`config.mk`:
```
export PLATFORM = sky130hd
export DESIGN_NAME = uart_trx_cfg_flat
export DESIGN_NICKNAME = d
export VERILOG_FILES = /design/src/rtl/uart_pkg.sv /design/src/rtl/uart_trx_cfg_if.sv /design/src/rtl/uart_baud_cnt.sv /design/src/rtl/uart_trx_cfg.sv /design/src/flat_wrapper.sv
export SDC_FILE = /design/constraint.sdc
export NUM_CORES = 1
export LEC_CHECK = 0
export ABC_AREA = 1
export CAP_MARGIN = 40
export CELL_PAD_IN_SITES_DETAIL_PLACEMENT = 1
export CELL_PAD_IN_SITES_GLOBAL_PLACEMENT = 2
export CORE_MARGIN = 3
export CORE_UTILIZATION = 31
export CTS_CLUSTER_DIAMETER = 150
export DETAILED_ROUTE_END_ITERATION = 10
export PLACE_DENSITY_LB_ADDON = 0.3
export SLEW_MARGIN = 20
export SYNTH_ARGS = -nofsm -noshare
export SYNTH_HDL_FRONTEND = slang
export SYNTH_SLANG_ARGS = --single-unit
```
`constraint.sdc`:
```
create_clock -name clk -period 1.73 [get_ports clk]
set_clock_uncertainty 0.15 [all_clocks]
set_input_delay 0.4325 -clock clk [delete_from_list [all_inputs] [get_ports clk]]
set_output_delay 0.4325 -clock clk [all_outputs]
set_load 0.05 [all_outputs]
```
`src/rtl/uart_pkg.sv`:
```
// uart_pkg: shared UART state encodings, parity mode constants and parity helper
package uart_pkg;
  localparam int PAR_NONE = 0;
  localparam int PAR_EVEN = 1;
  localparam int PAR_ODD  = 2;
  typedef enum logic [2:0] {TX_IDLE, TX_START, TX_DATA, TX_PARITY, TX_STOP} tx_state_t;
  typedef enum logic [2:0] {RX_IDLE, RX_START, RX_DATA, RX_PARITY, RX_STOP} rx_state_t;
  function automatic logic par_bit(input logic ones_odd, input int mode);
    return ones_odd ^ (mode == PAR_ODD);
  endfunction
endpackage

```
`src/rtl/uart_trx_cfg_if.sv`:
```
// uart_trx_cfg_if: word-level TX/RX handshake and error flags of the UART
interface uart_trx_cfg_if #(parameter int DATA_BITS = 8);
  logic [DATA_BITS-1:0] tx_data, rx_data;
  logic tx_valid, tx_ready, tx_busy, rx_valid, rx_ready;
  logic parity_err, frame_err, overrun_err, err_clr;
  modport master (output tx_data, tx_valid, rx_ready, err_clr,
                  input tx_ready, tx_busy, rx_data, rx_valid, parity_err, frame_err, overrun_err);
  modport slave (input tx_data, tx_valid, rx_ready, err_clr,
                 output tx_ready, tx_busy, rx_data, rx_valid, parity_err, frame_err, overrun_err);
endinterface

```
`src/rtl/uart_baud_cnt.sv`:
```
// uart_baud_cnt: free-running bit-period counter held at zero while load is high
module uart_baud_cnt #(parameter int CLKS_PER_BIT = 434) (
  input  logic clk,
  input  logic n_rst,
  input  logic load,
  output logic tick,
  output logic half
);
  localparam int W = $clog2(CLKS_PER_BIT);
  logic [W-1:0] cnt;
  always_ff @(posedge clk or negedge n_rst)
    if (!n_rst) cnt <= '0;
    else cnt <= load || tick ? '0 : cnt + W'(1);
  assign tick = cnt == W'(CLKS_PER_BIT - 1);
  assign half = cnt == W'(CLKS_PER_BIT / 2 - 1);
endmodule

```
`src/rtl/uart_trx_cfg.sv`:
```
// uart_trx_cfg: configurable UART transmitter and receiver with parity and sticky error flags
module uart_trx_cfg
  import uart_pkg::*;
#(
  parameter int CLKS_PER_BIT = 434,
  parameter int DATA_BITS    = 8,
  parameter int PARITY_MODE  = 0,
  parameter int STOP_BITS    = 1
) (
  input  logic           clk,
  input  logic           n_rst,
  uart_trx_cfg_if.slave  bus,
  output logic           tx,
  input  logic           rx
);
  if (CLKS_PER_BIT < 4 || DATA_BITS < 5 || DATA_BITS > 9 || (STOP_BITS != 1 && STOP_BITS != 2) ||
      (PARITY_MODE != PAR_NONE && PARITY_MODE != PAR_EVEN && PARITY_MODE != PAR_ODD)) begin : g_bad_cfg
    $error("uart_trx_cfg: illegal parameter set");
  end
  localparam logic [3:0] LAST_D = 4'(DATA_BITS - 1);
  localparam logic [3:0] LAST_S = 4'(STOP_BITS - 1);
  tx_state_t tx_st;
  rx_state_t rx_st;
  logic [DATA_BITS-1:0] tx_sh, rx_sh, rx_data;
  logic [3:0] tx_bit, rx_bit;
  logic tx_par, tx_ready, tx_busy, tx_tick, tx_half, rx_tick, rx_half;
  logic rx_m, rx_s, rx_d, rx_valid, parity_err, frame_err, overrun_err;
  logic rx_done, par_set, frame_set, ovr_set, unused_baud;
  uart_baud_cnt #(.CLKS_PER_BIT(CLKS_PER_BIT)) u_tx_baud (
    .clk(clk), .n_rst(n_rst), .load(tx_st == TX_IDLE), .tick(tx_tick), .half(tx_half));
  uart_baud_cnt #(.CLKS_PER_BIT(CLKS_PER_BIT)) u_rx_baud (
    .clk(clk), .n_rst(n_rst), .load(rx_st == RX_IDLE), .tick(rx_tick), .half(rx_half));
  assign unused_baud = tx_half ^ rx_tick;
  always_ff @(posedge clk or negedge n_rst)
    if (!n_rst) begin
      tx_st <= TX_IDLE;
      tx <= 1'b1;
      tx_ready <= 1'b0;
      tx_busy <= 1'b0;
      tx_sh <= '0;
      tx_par <= 1'b0;
      tx_bit <= '0;
    end else
      case (tx_st)
        TX_IDLE: if (bus.tx_valid && tx_ready) begin
          tx_st <= TX_START;
          tx <= 1'b0;
          tx_ready <= 1'b0;
          tx_busy <= 1'b1;
          tx_sh <= bus.tx_data;
          tx_par <= par_bit(^bus.tx_data, PARITY_MODE);
        end else tx_ready <= 1'b1;
        TX_START: if (tx_tick) begin
          tx_st <= TX_DATA;
          tx <= tx_sh[0];
          tx_sh <= tx_sh >> 1;
        end
        TX_DATA: if (tx_tick) begin
          tx_bit <= tx_bit == LAST_D ? '0 : tx_bit + 4'd1;
          tx_st <= tx_bit != LAST_D ? TX_DATA : PARITY_MODE == PAR_NONE ? TX_STOP : TX_PARITY;
          tx <= tx_bit != LAST_D ? tx_sh[0] : PARITY_MODE == PAR_NONE ? 1'b1 : tx_par;
          tx_sh <= tx_sh >> 1;
        end
        TX_PARITY: if (tx_tick) begin
          tx_st <= TX_STOP;
          tx <= 1'b1;
        end
        TX_STOP: if (tx_tick) begin
          tx_bit <= tx_bit == LAST_S ? '0 : tx_bit + 4'd1;
          if (tx_bit == LAST_S) begin
            tx_st <= TX_IDLE;
            tx_ready <= 1'b1;
            tx_busy <= 1'b0;
          end
        end
        default: tx_st <= TX_IDLE;
      endcase
  // every RX decision is taken on rx_s; rx_d only serves start-edge detection
  assign par_set = rx_st == RX_PARITY && rx_half && rx_s != par_bit(^rx_sh, PARITY_MODE);
  assign rx_done = rx_st == RX_STOP && rx_half && rx_s;
  assign frame_set = rx_st == RX_STOP && rx_half && !rx_s;
  assign ovr_set = rx_done && rx_valid && !bus.rx_ready;
  always_ff @(posedge clk or negedge n_rst)
    if (!n_rst) begin
      {rx_d, rx_s, rx_m} <= 3'b111;
      rx_st <= RX_IDLE;
      rx_bit <= '0;
      rx_sh <= '0;
      rx_data <= '0;
      rx_valid <= 1'b0;
      parity_err <= 1'b0;
      frame_err <= 1'b0;
      overrun_err <= 1'b0;
    end else begin
      {rx_d, rx_s, rx_m} <= {rx_s, rx_m, rx};
      case (rx_st)
        RX_IDLE: rx_st <= rx_d && !rx_s ? RX_START : RX_IDLE;
        RX_START: if (rx_half) rx_st <= rx_s ? RX_IDLE : RX_DATA;
        RX_DATA: if (rx_half) begin
          rx_sh <= {rx_s, rx_sh[DATA_BITS-1:1]};
          rx_bit <= rx_bit == LAST_D ? '0 : rx_bit + 4'd1;
          if (rx_bit == LAST_D) rx_st <= PARITY_MODE == PAR_NONE ? RX_STOP : RX_PARITY;
        end
        RX_PARITY: if (rx_half) rx_st <= RX_STOP;
        RX_STOP: if (rx_half) rx_st <= RX_IDLE;
        default: rx_st <= RX_IDLE;
      endcase
      if (rx_done && (!rx_valid || bus.rx_ready)) rx_data <= rx_sh;
      rx_valid <= rx_done || (rx_valid && !bus.rx_ready);
      parity_err <= par_set || (parity_err && !bus.err_clr);
      frame_err <= frame_set || (frame_err && !bus.err_clr);
      overrun_err <= ovr_set || (overrun_err && !bus.err_clr);
    end
  assign bus.tx_ready = tx_ready;
  assign bus.tx_busy = tx_busy;
  assign bus.rx_data = rx_data;
  assign bus.rx_valid = rx_valid;
  assign bus.parity_err = parity_err;
  assign bus.frame_err = frame_err;
  assign bus.overrun_err = overrun_err;
endmodule

```
`src/flat_wrapper.sv`:
```
// flat-port wrapper written by rule: the top's interface ports become plain ports
module uart_trx_cfg_flat import uart_pkg::*;
#(
  parameter int CLKS_PER_BIT = 434,
  parameter int DATA_BITS    = 8,
  parameter int PARITY_MODE  = 0,
  parameter int STOP_BITS    = 1
)
  (clk, n_rst, tx, rx, bus_tx_data, bus_tx_valid, bus_rx_ready, bus_err_clr, bus_tx_ready, bus_tx_busy, bus_rx_data, bus_rx_valid, bus_parity_err, bus_frame_err, bus_overrun_err);
  uart_trx_cfg_if #(.DATA_BITS(DATA_BITS)) bus_i ();
  input  logic clk;
  input  logic n_rst;
  output logic tx;
  input  logic rx;
  input wire logic [$bits(bus_i.tx_data)-1:0] bus_tx_data;
  input wire logic [$bits(bus_i.tx_valid)-1:0] bus_tx_valid;
  input wire logic [$bits(bus_i.rx_ready)-1:0] bus_rx_ready;
  input wire logic [$bits(bus_i.err_clr)-1:0] bus_err_clr;
  output wire logic [$bits(bus_i.tx_ready)-1:0] bus_tx_ready;
  output wire logic [$bits(bus_i.tx_busy)-1:0] bus_tx_busy;
  output wire logic [$bits(bus_i.rx_data)-1:0] bus_rx_data;
  output wire logic [$bits(bus_i.rx_valid)-1:0] bus_rx_valid;
  output wire logic [$bits(bus_i.parity_err)-1:0] bus_parity_err;
  output wire logic [$bits(bus_i.frame_err)-1:0] bus_frame_err;
  output wire logic [$bits(bus_i.overrun_err)-1:0] bus_overrun_err;
  assign bus_i.tx_data = bus_tx_data;
  assign bus_i.tx_valid = bus_tx_valid;
  assign bus_i.rx_ready = bus_rx_ready;
  assign bus_i.err_clr = bus_err_clr;
  assign bus_tx_ready = bus_i.tx_ready;
  assign bus_tx_busy = bus_i.tx_busy;
  assign bus_rx_data = bus_i.rx_data;
  assign bus_rx_valid = bus_i.rx_valid;
  assign bus_parity_err = bus_i.parity_err;
  assign bus_frame_err = bus_i.frame_err;
  assign bus_overrun_err = bus_i.overrun_err;
  uart_trx_cfg #(.CLKS_PER_BIT(CLKS_PER_BIT), .DATA_BITS(DATA_BITS), .PARITY_MODE(PARITY_MODE), .STOP_BITS(STOP_BITS)) u_core (.clk(clk), .n_rst(n_rst), .bus(bus_i), .tx(tx), .rx(rx));
endmodule
```
==> summary.txt <==
Setup path
  • Crit Path Category: flip-flop to flip-flop
  • Worst setup SP type: flip-flop
  • R2r worst-path depth: 9
  • Critical Path AT: 1790 ps
  • CP endpoint: u_core.tx_sh[1]
  • CP max-delay cell: dfrtp_1
  • Critical path launch point: u_core.u_tx_baud.cnt[1]
  • Worst-path cell chain: inv_1, ha_2, nand2_2, nor3_4, nand2_4, o21ai_4, nand2_2, nand2_1, nand2_1
  • Reg2reg end: u_core.tx_sh[1]
  • FF-to-FF setup slack: 10 ps
  • Worst R2R Start: u_core.u_tx_baud.cnt[1]
  • WP data required: 1810 ps
  • Worst Setup End Kind: flip-flop
  • Crit path max fanout: 6
  • Critical Path Max Stage Delay: 370 ps

Drt
  • Post-DRT Antenna Nets: 0
  • Via count: 2,866
  • DR DRC count: 0
  • DRT iter0 DRCs: 91
  • Iteration count of the initial detailed-routing pass: 5
  • Vias/cell: 4.683
  • Final WL: 7.896 mm
  • Wire per inst: 12.90 um

Cells and area
  • Area of the multi-input gates: 1551 um2
  • Layout fillers: 1,180
  • Synthesis-to-finish area growth: 34.64%
  • Fin nets: 496
  • Share of layout cells above drive strength 1: 20.25%
  • Sequential Area: 1657 um2
  • Antenna diode instance count: 0
  • Post-route cell area: 4425 um2

Synth
  • Mapped Nets: 431
  • Sequential area share after synthesis: 50.40%
  • Syn avg cell area: 8.036 um2
  • Post-synthesis async set-or-reset flop share: 100.0%
  • Synth Register Bits: 66
  • YS warnings: 0
  • Cell variety after synth: 34
  • Primary FF master, synth: dfrtp_1
  • Gate Count Post-Synth: 409
  • Post-synthesis cell area: 3287 um2
  • Number of flops mapped to enable cells by yosys: 0

Clocking
  • Max H-tree Level: 3
  • Reg clk slew, reported paths: 70 ps
  • CTS Sinks: 66
  • Total CTS buffers: 9
  • CTS tree: done
  • Clock Path Buffers: 2
  • Clk Latency, worst-skew pair: 340 ps
  • Clock Root Buffer: clkbuf_8

Placed design
  • Number of port buffers: 28
  • GPL Wtd Cong: 0.8061
  • DP Area: 4063 um2
  • Post-DP HPWL: 5.634 mm

Timing
  • Final Max Slew Viols: 0
  • Period utilization: 99.33%
  • Final Hold Viols: 0
  • Total Negative Setup Slacks: 0 ps
  • Worst-Margin Slew: 378.6 ps
  • Final setup viols: 0
  • Rel. slew slack: 74.52%
  • RSZ-0062 raised after global routing: yes
  • Max Clock Freq: 581.9 MHz
  • Tmin final: 1718 ps

GRT
  • Overall Global Routing Usage: 14.47%
  • First-pass GRT wire length: 13.77 mm
  • Antenna violations before repair: 0
  • Vias in the first global route: 2,986
  • Largest net degree at the start of global routing: 67
  • Total gr overflow: 0

Die
  • Width of the die: 109.0 um
  • Starting density of the core: 32.72%
  • I/O Pins: 29
  • Die height: 109.0 um
  • Core Region: 10,040 um2
  • Total die area: 11,870 um2
  • Row count: 36

Hold path
  • Hold Path Class: flip-flop to flip-flop
  • Min-Delay Path Depth: 0

Power and ir drop
  • Max VDD drop: 0.7103 mV
  • Static Leak: 2.138 nW
  • PwrDens: 1211 nW/um2

Outcome
  • Status: finished, final reports clean

Run
  • Max Cap Violations: 0
-- critical path, delay by kind of cell (launching register included) --
family                     cells  cell delay [ps]
and+or+nand+nor                6              590
adders and majority gates      1              160
DFF                            1              370
AOI/OAI and AO/OA              1              270
buffers and inverters          1               60
-- how the worst min path moves through the flow --
stage	start	to	slack [ps]
2_1_floorplan	n_rst	u_core.bus.frame_err	-10
3_5_place_dp	u_core.rx_m	u_core.rx_s	200
5_1_grt	u_core.rx_m	u_core.rx_s	220
6_report	u_core.rx_m	u_core.rx_s	210
4_1_cts	u_core.rx_m	u_core.rx_s	210
3_3_place_gp	u_core.rx_m	u_core.rx_s	200
-- routing by layer --
| metal | track usage (%) | share of wire [%] |
|---|---|---|
| met2 | 24.82 | 49 |
| met3 | 4.263 | 3.5 |
| met1 | 17.84 | 47 |
| met4 | 3.517 | 1.0 |
| met5 | 0 | 0 |
-- cells in the final DEF (no fill, tap or decap), types with 6 or more instances in the layout --
cell type / instances
a21oi_1: 12
buf_12: 16
buf_4: 22
clkbuf_8: 10
clkdlybuf4s50_1: 12
dfrtp_1: 62
ha_1: 6
inv_1: 40
inv_2: 6
nand2_1: 138
nand3_1: 23
nand4_1: 16
nor2_1: 19
nor3_1: 10
o21ai_0: 11
o21ai_1: 12
-- area by class of cell --
class	instances	share of cell area [%]
clock inverter	3	0.9047
tap	133	3.760
timing repair buffer	57	15.30
sequential	66	37.43
multi-input combinational	292	35.06
clock buffer	13	3.364
inverter	48	4.184
-- synth_stat cells (2+ instances only) --
master    number  area [um2]
nand3_2        2       20.02
nand2_4        2       22.52
a21oi_1       13       65.06
o21ai_1       11       55.05
xnor2_1        3       26.28
nor3b_1        5       37.54
nand2_1      141       529.3
dfstp_2        4       105.1
o21ai_0       12       60.06
xor2_1         3       26.28
clkbuf_1       3       11.26
inv_2          6       22.52
nand4_1       16       100.1
ha_1           8       100.1
nand3_1       24       120.1
nor4_1         2       12.51
dfrtp_1       62        1551
inv_1         41       153.9
nor3_1        13       65.06
nor2_1        24       90.09
-- sequential cells by signal, summed over array words and instances (netlist names), 3 cells and up --
name	count
u_core.rx_st	3
u_core.tx_sh	8
u_core.tx_bit	4
u_core.u_rx_baud.cnt	9
u_core.tx_st	3
u_core.rx_sh	8
u_core.rx_bit	4
u_core.u_tx_baud.cnt	9
u_core.bus.rx_data	8
-- logic make-up after synthesis --
family | Yosys count | share of synthesized area [%]
adders and majority gates | 8 | 3.045
AOI/OAI and AO/OA | 43 | 7.461
xor gates and xnor gates | 6 | 1.599
and+or+nand+nor | 234 | 31.44
buffers and inverters | 52 | 6.053
DFF | 66 | 50.40
-- per-stage QoR --
| stage | total power, mW | hold WS [ps] | utilization [%] | worst slack (ps) | std cells |
|---|---|---|---|---|---|
| final | 5.360 | 210.6 | 44.06 | 11.53 | 612 |
| after global routing | 5.824 | 217.5 | 44.06 | -103.2 | 612 |
| after CTS | 5.386 | 213.5 | 42.68 | 6.958 | 609 |
| after detailed placement | 4.055 | 199.7 | 40.45 | -89.48 | 591 |
| after global placement | 4.012 | 201.5 | 40.45 | -18.55 | 591 |
| after floorplan | 3.226 | -13.09 | - | 94.92 | 409 |
-- where the power goes --
group | switching, mW | internal (mW) | total, mW
Combinational | 1.25 | 0.835 | 2.08
Sequential | 0.201 | 1.81 | 2.01
Clock | 0.570 | 0.703 | 1.27
-- repair_timing --
action | 4_1_cts | 5_1_grt
gates cloned | 0 | 2
resized for setup | 4 | 31
pin swaps | 0 | 6
hold buffers | 1 | 0
setup endpoints to repair | 21 | 43
setup buffers | 1 | 1
hold endpoints to repair | 62 | 0
Power figures use the tool's default switching activity.
